<file path="src/rtl/branch_lut_pkg.sv">
// Shared types and constants for the branch-target table controller.
// Optional feature macro: BRANCH_LUT_PARITY_EN adds one even-parity bit per table word.
package branch_lut_pkg;

  localparam int BTL_ADDR_W = 8;
  localparam int BTL_DATA_W = 8;

`ifdef BRANCH_LUT_PARITY_EN
  localparam int BTL_PAR_W = 1;
`else
  localparam int BTL_PAR_W = 0;
`endif

  typedef enum logic [1:0] {
    LOAD = 2'd0,
    FILL = 2'd1,
    RUN  = 2'd2
  } btc_state_t;

endpackage

</file>
<file path="src/rtl/branch_lut_ram.sv">
// Branch-target storage: one write port, one registered read port.
// A read and a write to the same entry in one cycle return the old contents.
// With BRANCH_LUT_PARITY_EN each word carries an even-parity bit and a sticky
// error flag is raised on the same edge that registers a bad word.
module branch_lut_ram
  import branch_lut_pkg::*;
#(
  parameter int ADDR_W = BTL_ADDR_W,
  parameter int DATA_W = BTL_DATA_W
) (
  input  logic              clk,
  input  logic              rst,
  input  logic              we,
  input  logic [ADDR_W-1:0] waddr,
  input  logic [DATA_W-1:0] wdata,
  input  logic              re,
  input  logic [ADDR_W-1:0] raddr,
  output logic [DATA_W-1:0] rdata,
  output logic              perr
);

  localparam int DEPTH  = 2 ** ADDR_W;
  localparam int WORD_W = DATA_W + BTL_PAR_W;

  logic [WORD_W-1:0] mem [DEPTH];
  logic [WORD_W-1:0] wword;
  logic [WORD_W-1:0] rword;

`ifdef BRANCH_LUT_PARITY_EN
  assign wword = {^wdata, wdata};
`else
  assign wword = wdata;
`endif

  assign rword = mem[raddr];

  // Table write; contents are deliberately not reset.
  always_ff @(posedge clk) begin
    if (we) mem[waddr] <= wword;
  end

  // Registered read port; holds its value when no read is accepted.
  always_ff @(posedge clk or posedge rst) begin
    if (rst)     rdata <= '0;
    else if (re) rdata <= rword[DATA_W-1:0];
  end

`ifdef BRANCH_LUT_PARITY_EN
  // Sticky parity error, set when a word with odd parity is read out.
  always_ff @(posedge clk or posedge rst) begin
    if (rst)                perr <= 1'b0;
    else if (re && ^rword)  perr <= 1'b1;
  end
`else
  assign perr = 1'b0;
`endif

endmodule

</file>
<file path="src/rtl/branch_target_ctrl.sv">
// Branch-target table controller: boot-loads the table from a byte stream,
// zero-fills any unstreamed tail, then serves lookups and single-entry updates.
// Lookups take priority over updates. Optional macro: BRANCH_LUT_PARITY_EN.
//
//  state | meaning
//  ------+-------------------------------------------------------------
//  LOAD  | accepting boot stream bytes into table[ptr]; core stalled
//  FILL  | writing zeros from ptr up to the last entry; core stalled
//  RUN   | table live: lookups, runtime updates, reload requests
module branch_target_ctrl
  import branch_lut_pkg::*;
#(
  parameter int ADDR_W = BTL_ADDR_W,
  parameter int DATA_W = BTL_DATA_W
) (
  input  logic              Clk,
  input  logic              Reset,
  input  logic [DATA_W-1:0] load_data,
  input  logic              load_valid,
  input  logic              load_last,
  output logic              load_ready,
  input  logic              reload,
  output logic              busy,
  input  logic              lkp_valid,
  input  logic [ADDR_W-1:0] lkp_index,
  output logic [DATA_W-1:0] branch_addr,
  output logic              addr_valid,
  input  logic              upd_valid,
  input  logic [ADDR_W-1:0] upd_index,
  input  logic [DATA_W-1:0] upd_data,
  output logic              upd_ready,
  output logic              parity_err
);

  localparam logic [ADDR_W-1:0] LAST_IDX = '1;

  btc_state_t        state;
  logic [ADDR_W-1:0] ptr;
  logic              lkp_acc;
  logic              upd_acc;
  logic              we;
  logic [ADDR_W-1:0] waddr;
  logic [DATA_W-1:0] wdata;

  assign busy       = (state != RUN);
  assign load_ready = (state == LOAD);
  assign upd_ready  = (state == RUN) && !lkp_valid;
  assign lkp_acc    = (state == RUN) && lkp_valid;
  // An update presented alongside reload is dropped rather than written.
  assign upd_acc    = upd_valid && upd_ready && !reload;

  // Single write port shared by boot load, zero fill and runtime updates.
  always_comb begin
    we    = 1'b0;
    waddr = ptr;
    wdata = '0;
    unique case (state)
      LOAD: begin
        we    = load_valid;
        wdata = load_data;
      end
      FILL: we = 1'b1;
      RUN: begin
        we    = upd_acc;
        waddr = upd_index;
        wdata = upd_data;
      end
      default: we = 1'b0;
    endcase
  end

  // Sequencing FSM and table pointer; ptr wraps to 0 on entry to RUN.
  always_ff @(posedge Clk or posedge Reset) begin
    if (Reset) begin
      state <= LOAD;
      ptr   <= '0;
    end else begin
      unique case (state)
        LOAD: begin
          if (load_valid) begin
            ptr <= ptr + 1'b1;
            if (ptr == LAST_IDX) state <= RUN;
            else if (load_last)  state <= FILL;
          end
        end
        FILL: begin
          ptr <= ptr + 1'b1;
          if (ptr == LAST_IDX) state <= RUN;
        end
        RUN: begin
          if (reload) begin
            state <= LOAD;
            ptr   <= '0;
          end
        end
        default: begin
          state <= LOAD;
          ptr   <= '0;
        end
      endcase
    end
  end

  // Result strobe marks the cycle after each accepted lookup.
  always_ff @(posedge Clk or posedge Reset) begin
    if (Reset) addr_valid <= 1'b0;
    else       addr_valid <= lkp_acc;
  end

  branch_lut_ram #(
    .ADDR_W (ADDR_W),
    .DATA_W (DATA_W)
  ) u_ram (
    .clk   (Clk),
    .rst   (Reset),
    .we    (we),
    .waddr (waddr),
    .wdata (wdata),
    .re    (lkp_acc),
    .raddr (lkp_index),
    .rdata (branch_addr),
    .perr  (parity_err)
  );

endmodule

</file>
<file path="config.mk">
export PLATFORM = sky130hd
export DESIGN_NAME = branch_target_ctrl
export DESIGN_NICKNAME = d
export VERILOG_FILES = /design/src/rtl/branch_lut_pkg.sv /design/src/rtl/branch_lut_ram.sv /design/src/rtl/branch_target_ctrl.sv
export SDC_FILE = /design/constraint.sdc
export NUM_CORES = 2
export LEC_CHECK = 0
export BUFFER_PORTS_ARGS = -buffer_cell sky130_fd_sc_hd__buf_2
export CORE_ASPECT_RATIO = 0.6
export CORE_MARGIN = 1
export CORE_UTILIZATION = 63
export DETAILED_ROUTE_END_ITERATION = 7
export GPL_ROUTABILITY_DRIVEN = 0
export PLACE_DENSITY = 0.79
export SYNTH_ARGS = -nofsm -noshare
export SYNTH_HDL_FRONTEND = slang
export SYNTH_HIERARCHICAL = 1
export SYNTH_SLANG_ARGS = --single-unit
</file>
<file path="constraint.sdc">
create_clock -name Clk -period 9.3 [get_ports Clk]
set_input_delay 0 -clock Clk [delete_from_list [all_inputs] [get_ports Clk]]
set_output_delay 0 -clock Clk [all_outputs]
set_load 0.02 [all_outputs]
</file>
# Word level (Yosys, flattened, before mapping)
# Memory sizes are Yosys's and may differ from the RTL's. A register that Yosys moved wholly into a read port is not among the register bits.
# Index checks and enable logic that the tools add are counted.
classes:
  n_reduce_logical: 9
  eq_ne: 8
  n_addsub: 1
  mux: 14
op_table:
  columns: ["operator", "n"]
  rows:
  - ["$mux 8", 3]
  - ["$pmux 8 s3", 1]
  - ["$pmux 8 s2", 1]
  - ["$mux 2", 5]
  - ["$add 8x1->8 const B", 1]
  - ["$eq 8x8->1 const B", 1]
  - ["$ne 2x2->1 const B", 4]
  - ["$pmux 2 s3", 1]
  - ["$logic_and 1x1->1", 4]
  - ["$reduce_and 4->1", 1]
  - ["$ne 3x2->1 const B", 1]
  - ["$pmux 1 s3", 1]
  - ["$eq 2x1->1 const B", 1]
  - ["$eq 2x2->1 const B", 1]
  - ["$logic_not 1->1", 2]
  - ["$logic_not 2->1", 1]
  - ["$mux 1", 2]
  - ["$reduce_and 2->1", 1]
totals:
  input_bits: 39
  n_memories: 1
  ff_bits: 11
  output_inout_bits: 13
  mem_bits_rw: 2048
memory_table:
  columns: ["name", "words", "width", "rd", "rd_ports_with_merged_regs", "wr", "line_no", "source"]
  rows:
  - ["u_ram.mem", 256, 8, 1, 1, 1, "branch_lut_ram.sv:25", "logic [WORD_W-1:0] mem [DEPTH];"]

# Longest topological paths before layout
depth:
  depth_word: 7
  ltp_mapped: 13

# Modules after synthesis
# Netlist, hierarchy kept.
by_module_without_submodules:
  columns: ["module", "seq_area_each_um2", "area_per_inst_um2", "n_inst", "cells_each"]
  rows:
  - ["branch_lut_ram", 61699.2, 80220.7, 1, 3935]
  - ["branch_target_ctrl", 275.3, 830.8, 1, 94]

# Worst setup path after synthesis
# No wires, ideal clock.
synth_path:
  path_kind: "reg2reg"
  from: "reg state[1]"
  to: "mem u_ram/mem[0][0] (netlist name), data pin"
  path_buffers: 2
  setup_slack_ps: 1201
  period_less_slack_ps: 8099
  stages_incl_launch_ff: 5
  setup_ps: 1388
  t_required_ps: 7912
  t_arrival_ps: 6712
  path_cell_list: "dfrtp_1 > buf_6 > buf_2 > mux2i_1 > nor2_1"
synth_between:
  elab_chain_cells: 2
  word_cells_on_any_way: 3
  classes_between: "eq/ne (1); mux (1); reduce/logical (1)"
synth_lines:
  columns: ["element", "line_no", "source"]
  rows:
  - ["from (decl)", "branch_target_ctrl.sv:37", "btc_state_t state;"]
  - ["from (signal assigned)", "branch_target_ctrl.sv:75", "state <= LOAD;"]
  - ["from (signal assigned)", "branch_target_ctrl.sv:82", "if (ptr == LAST_IDX) state <= RUN;"]
  - ["from (signal assigned)", "branch_target_ctrl.sv:83", "else if (load_last) state <= FILL;"]
  - ["$eq 2x2->1 / $logic_not 2->1 (equally long branches)", "branch_target_ctrl.sv:57", "unique case (state)"]
  - ["$pmux 8 s2 *", "branch_target_ctrl.sv:57", null]
  - ["named net wdata[0]", "branch_target_ctrl.sv:43", "logic [DATA_W-1:0] wdata;"]
  - ["to (decl)", "branch_lut_ram.sv:25", null]
# The timed path passes the listed nets; every way through them passes the cells marked *.

# Final worst setup path
layout_path:
  from: "reg state[0]"
  to: "mem u_ram/mem[4][5] (netlist name), enable pin"
layout_between:
  word_cells_on_any_way: 10
  classes_between: "eq/ne (2); mux (4); reduce/logical (4)"
layout_rtl:
  columns: ["element", "line_no", "source"]
  rows:
  - ["$eq 2x2->1", "branch_target_ctrl.sv:57", null]
  - ["$mux 8", "branch_target_ctrl.sv:57", null]
  - ["named net waddr[2]", "branch_target_ctrl.sv:42", "logic [ADDR_W-1:0] waddr;"]
# The timed path passes the listed nets, and every way through them passes these cells.

==> flow_metrics.py <==
metrics = {
    "timing": {
        "hold_viol_final": 0,
        "min_period_over_period": 0.5705,
        "holdWs_ps": 115.6,
        "fin_skew_ps": 31.81,
        "worst_pin_slew_ps": 1293,
        "fin_setup_tns_ps": 0,
        "fin_crit_ps": 5306,
        "rsz0062_at_grt": "false",
        "drv_slew": 0,
        "max_freq_ghz": 0.1885,
        "setup_viol": 0,
        "slew_headroom": 0.1361,
    },
    "global_route": {
        "grt_pass1_vias": 41390,
        "grt_pass1_wl_mm": 305.2,
        "overflow": 0,
        "grt_start_max_net_pins": 211,
        "grt_usage": 0.3354,
        "antenna_found_initial": 5,
    },
    "power_and_ir_drop": {
        "p_leak_nw": 28.28,
        "swShare": 0.2400,
        "switching_power_mw": 4.660,
        "combPwrFrac": 0.090,
        "clkPwrFrac": 0.366,
        "cellInternalPower_mw": 14.76,
        "ir_worst_vdd_uv": 243.2,
        "pwr-share-seq": 0.544,
        "p_per_area_nw_per_um2": 220.4,
        "finalPower_mw": 19.42,
    },
    "critical_path": {
        "cp-end-kind": "register",
        "crit_top_cell": "nor2b_1",
        "crit_chain": "nor2b_1 > o21ai_0 > nor2b_1 > nand3_2 > nor2_1",
        "rrSetupSlack_ps": 3990,
        "crit_path_max_fanout": 17,
        "worst_r2r_endpoint": "u_ram/mem[4][5]",
        "critPathArrivalTime_ps": 5740,
        "r2r-start": "state[0]",
        "rr_worst_depth": 5,
        "crit_type": "reg -> reg",
        "cp_slowest_cell": "dfrtp_1",
        "max_stage_delay_ps": 1010,
        "required_ps": 9740,
        "cp.buffers_inverters": 0,
        "critPathTopFamily": "simple AND/OR/NAND/NOR gates",
        "start_kind": "register",
    },
    "worst_hold_path": {
        "hold-path-endpoint": "u_ram/mem[57][1]",
        "hold_depth": 4,
        "min_from": "load_data[1]",
        "holdCritPathClass": "in -> reg",
    },
    "synthesis": {
        "async_flop_share": 0.009192,
        "ys_seq_area_frac": 0.7646,
        "synth_edf_count": 2048,
        "syn_inst": 4029,
        "yosysMostFrequentCell": "edfxtp_1",
        "netlist_area_sq_um": 81050,
        "synth_top_area_frac": 0.7588,
        "synth_area_leaders": "edfxtp_1 76%, mux4_2 9.6%, mux2i_1 3.8%",
        "synth_seq_cells": 2067,
        "ys_warn_count": 6,
        "synth.distinct_cells": 66,
        "synth_ff_type": "edfxtp_1",
        "syn_nets": 4069,
        "postSynthAreaPerCell_sq_um": 20.12,
        "synth_top_cells_by_count": "2,048 x edfxtp_1, 346 x mux4_2, 306 x mux2i_1",
        "synth_top_area_cell": "edfxtp_1",
    },
    "route": {
        "drt_iter0_markers": 8113,
        "wl_per_cell_um": 36.23,
        "wl_mm": 215.2,
        "final_antenna_net_count": 0,
        "wl_met3_mm": 37.75,
        "drt-met1-wl_mm": 78.20,
        "vias": 43410,
        "highest_layer": "met5",
        "dr_wl_met2_mm": 90.76,
        "dr.pass1.iters": 6,
        "vias_per_cell": 7.307,
        "drc": 0,
    },
    "clocking": {
        "htree_levels": 4,
        "clockBufferDepth": 3,
        "cts_resized": 0,
        "cts_buffers": 171,
        "cts_setup_buffers": 0,
        "tritoncts": "yes",
        "clock_latency_ps": 810,
        "clkTransAtPathRegs_ps": 70,
        "cts_sinks": 2067,
        "root_buffer": "clkbuf_16",
    },
    "placement": {
        "dp.cells": 5614,
        "numPortBuffers": 50,
        "dp_hpwl_mm": 128.9,
    },
    "floorplanning": {
        "dieArea_sq_um": 130100,
        "ios": 52,
        "die-width_um": 465.1,
        "die_h_um": 279.8,
        "row_count": 101,
        "coreArea_sq_um": 127000,
        "start_util": 0.6382,
    },
    "finish": {
        "postLayoutCoreUtil": 0.6938,
        "drive_above_1_share": 0.1766,
        "layout.nets": 4143,
        "area_growth_pct": 8.708,
        "fillers": 7372,
        "fin_cells": 5941,
    },
    "run": {
        "max-cap-violations": 0,
    },
    "status": {
        "status": "complete, no violations",
    },
}
-- repair_timing --
item	in CTS	in global routing
hold endpoints to repair	79	0
setup endpoints to repair	0	0
hold buffers	15	0
-- state kept, by name, summed over array words and instances, names as in the netlist --
signal	cells
u_ram/rdata	8
ptr	8
addr_valid	1
u_ram/mem	2048
state	2
-- worst reg2reg max path: stages (launching register included) --
cell and delay [ps]:
dfrtp_1 1010, nor2b_1 440, o21ai_0 930, nor2b_1 600, nand3_2 960, nor2_1 1010
-- worst max path at each step --
stage | start | to | cells after the start
5_1_grt | state[0] | u_ram/mem[246][1] | 5
6_report | state[0] | u_ram/mem[4][5] | 5
3_3_place_gp | state[0] | u_ram/mem[246][5] | 5
2_1_floorplan | state[1] | u_ram/mem[0][0] | 4
4_1_cts | state[0] | u_ram/mem[70][5] | 5
3_5_place_dp | state[0] | u_ram/mem[214][3] | 5
-- logic make-up (layout without fill, tap and decap cells) --
family / after synthesis / in the layout / synth area share
compound gates: 453 / 453 / 0.03878
xor+xnor: 1 / 1 / 0.0001081
fa+ha+maj: 1 / 1 / 0.0001543
buf+inv: 259 / 471 / 0.02191
flops: 2067 / 2067 / 0.7646
mux: 690 / 690 / 0.1446
other cells: 1 / 2 / 0.00004627
simple gates: 557 / 557 / 0.02976
-- placed cells by master (no fill, tap or decap), drive strengths merged, types with 50 or more instances in the layout --
cell type / Yosys / routed
edfxtp: 2048 / 2048
mux4: 375 / 375
mux2i: 307 / 307
nor2: 301 / 301
clkbuf: 106 / 224
buf: 141 / 133
o22ai: 118 / 118
nand2: 102 / 102
a22oi: 79 / 79
clkinv: 0 / 66
a211oi: 59 / 59
a21oi: 50 / 50
-- final cells by class --
type / instances / area, sq um / share of cell area
well taps: 1699 / 2126 / 0.02413
repair buffers: 148 / 1146 / 0.01301
diodes: 1 / 2.502 / 0.00002840
flip-flops and latches: 2067 / 61970 / 0.7034
inverters: 12 / 47.55 / 0.0005396
multi-input cells: 1703 / 17420 / 0.1977
clock inverters: 87 / 788.3 / 0.008946
clock buffers: 224 / 4606 / 0.05227
-- through the flow --
stage	worst slack (ps)	cell area, sq um
6_report	3994	88110
5_1_grt	3881	88110
4_1_cts	4236	88110
3_5_place_dp	4259	82560
3_3_place_gp	4621	82560
2_1_floorplan	1201	81050
-- power by group through the flow --
stage | Sequential [mW] | Clock, mW | Combinational, mW
final | 10.6 | 7.10 | 1.74
after global placement | 10.8 | 0 | 1.61
after floorplan | 10.8 | 0 | 0.958
after global routing | 10.6 | 7.47 | 1.77
after CTS | 10.6 | 7.12 | 1.66
after detailed placement | 10.8 | 0 | 1.64
-- per-layer routing --
layer  vias to the layer above  global-route usage
met5                         -                   0
met4                         2              0.1201
met3                       550              0.1140
met2                      4083              0.4584
met1                     21960              0.5076
li1                      16820                   -
Note: power is estimated with default switching activity, not from simulation.
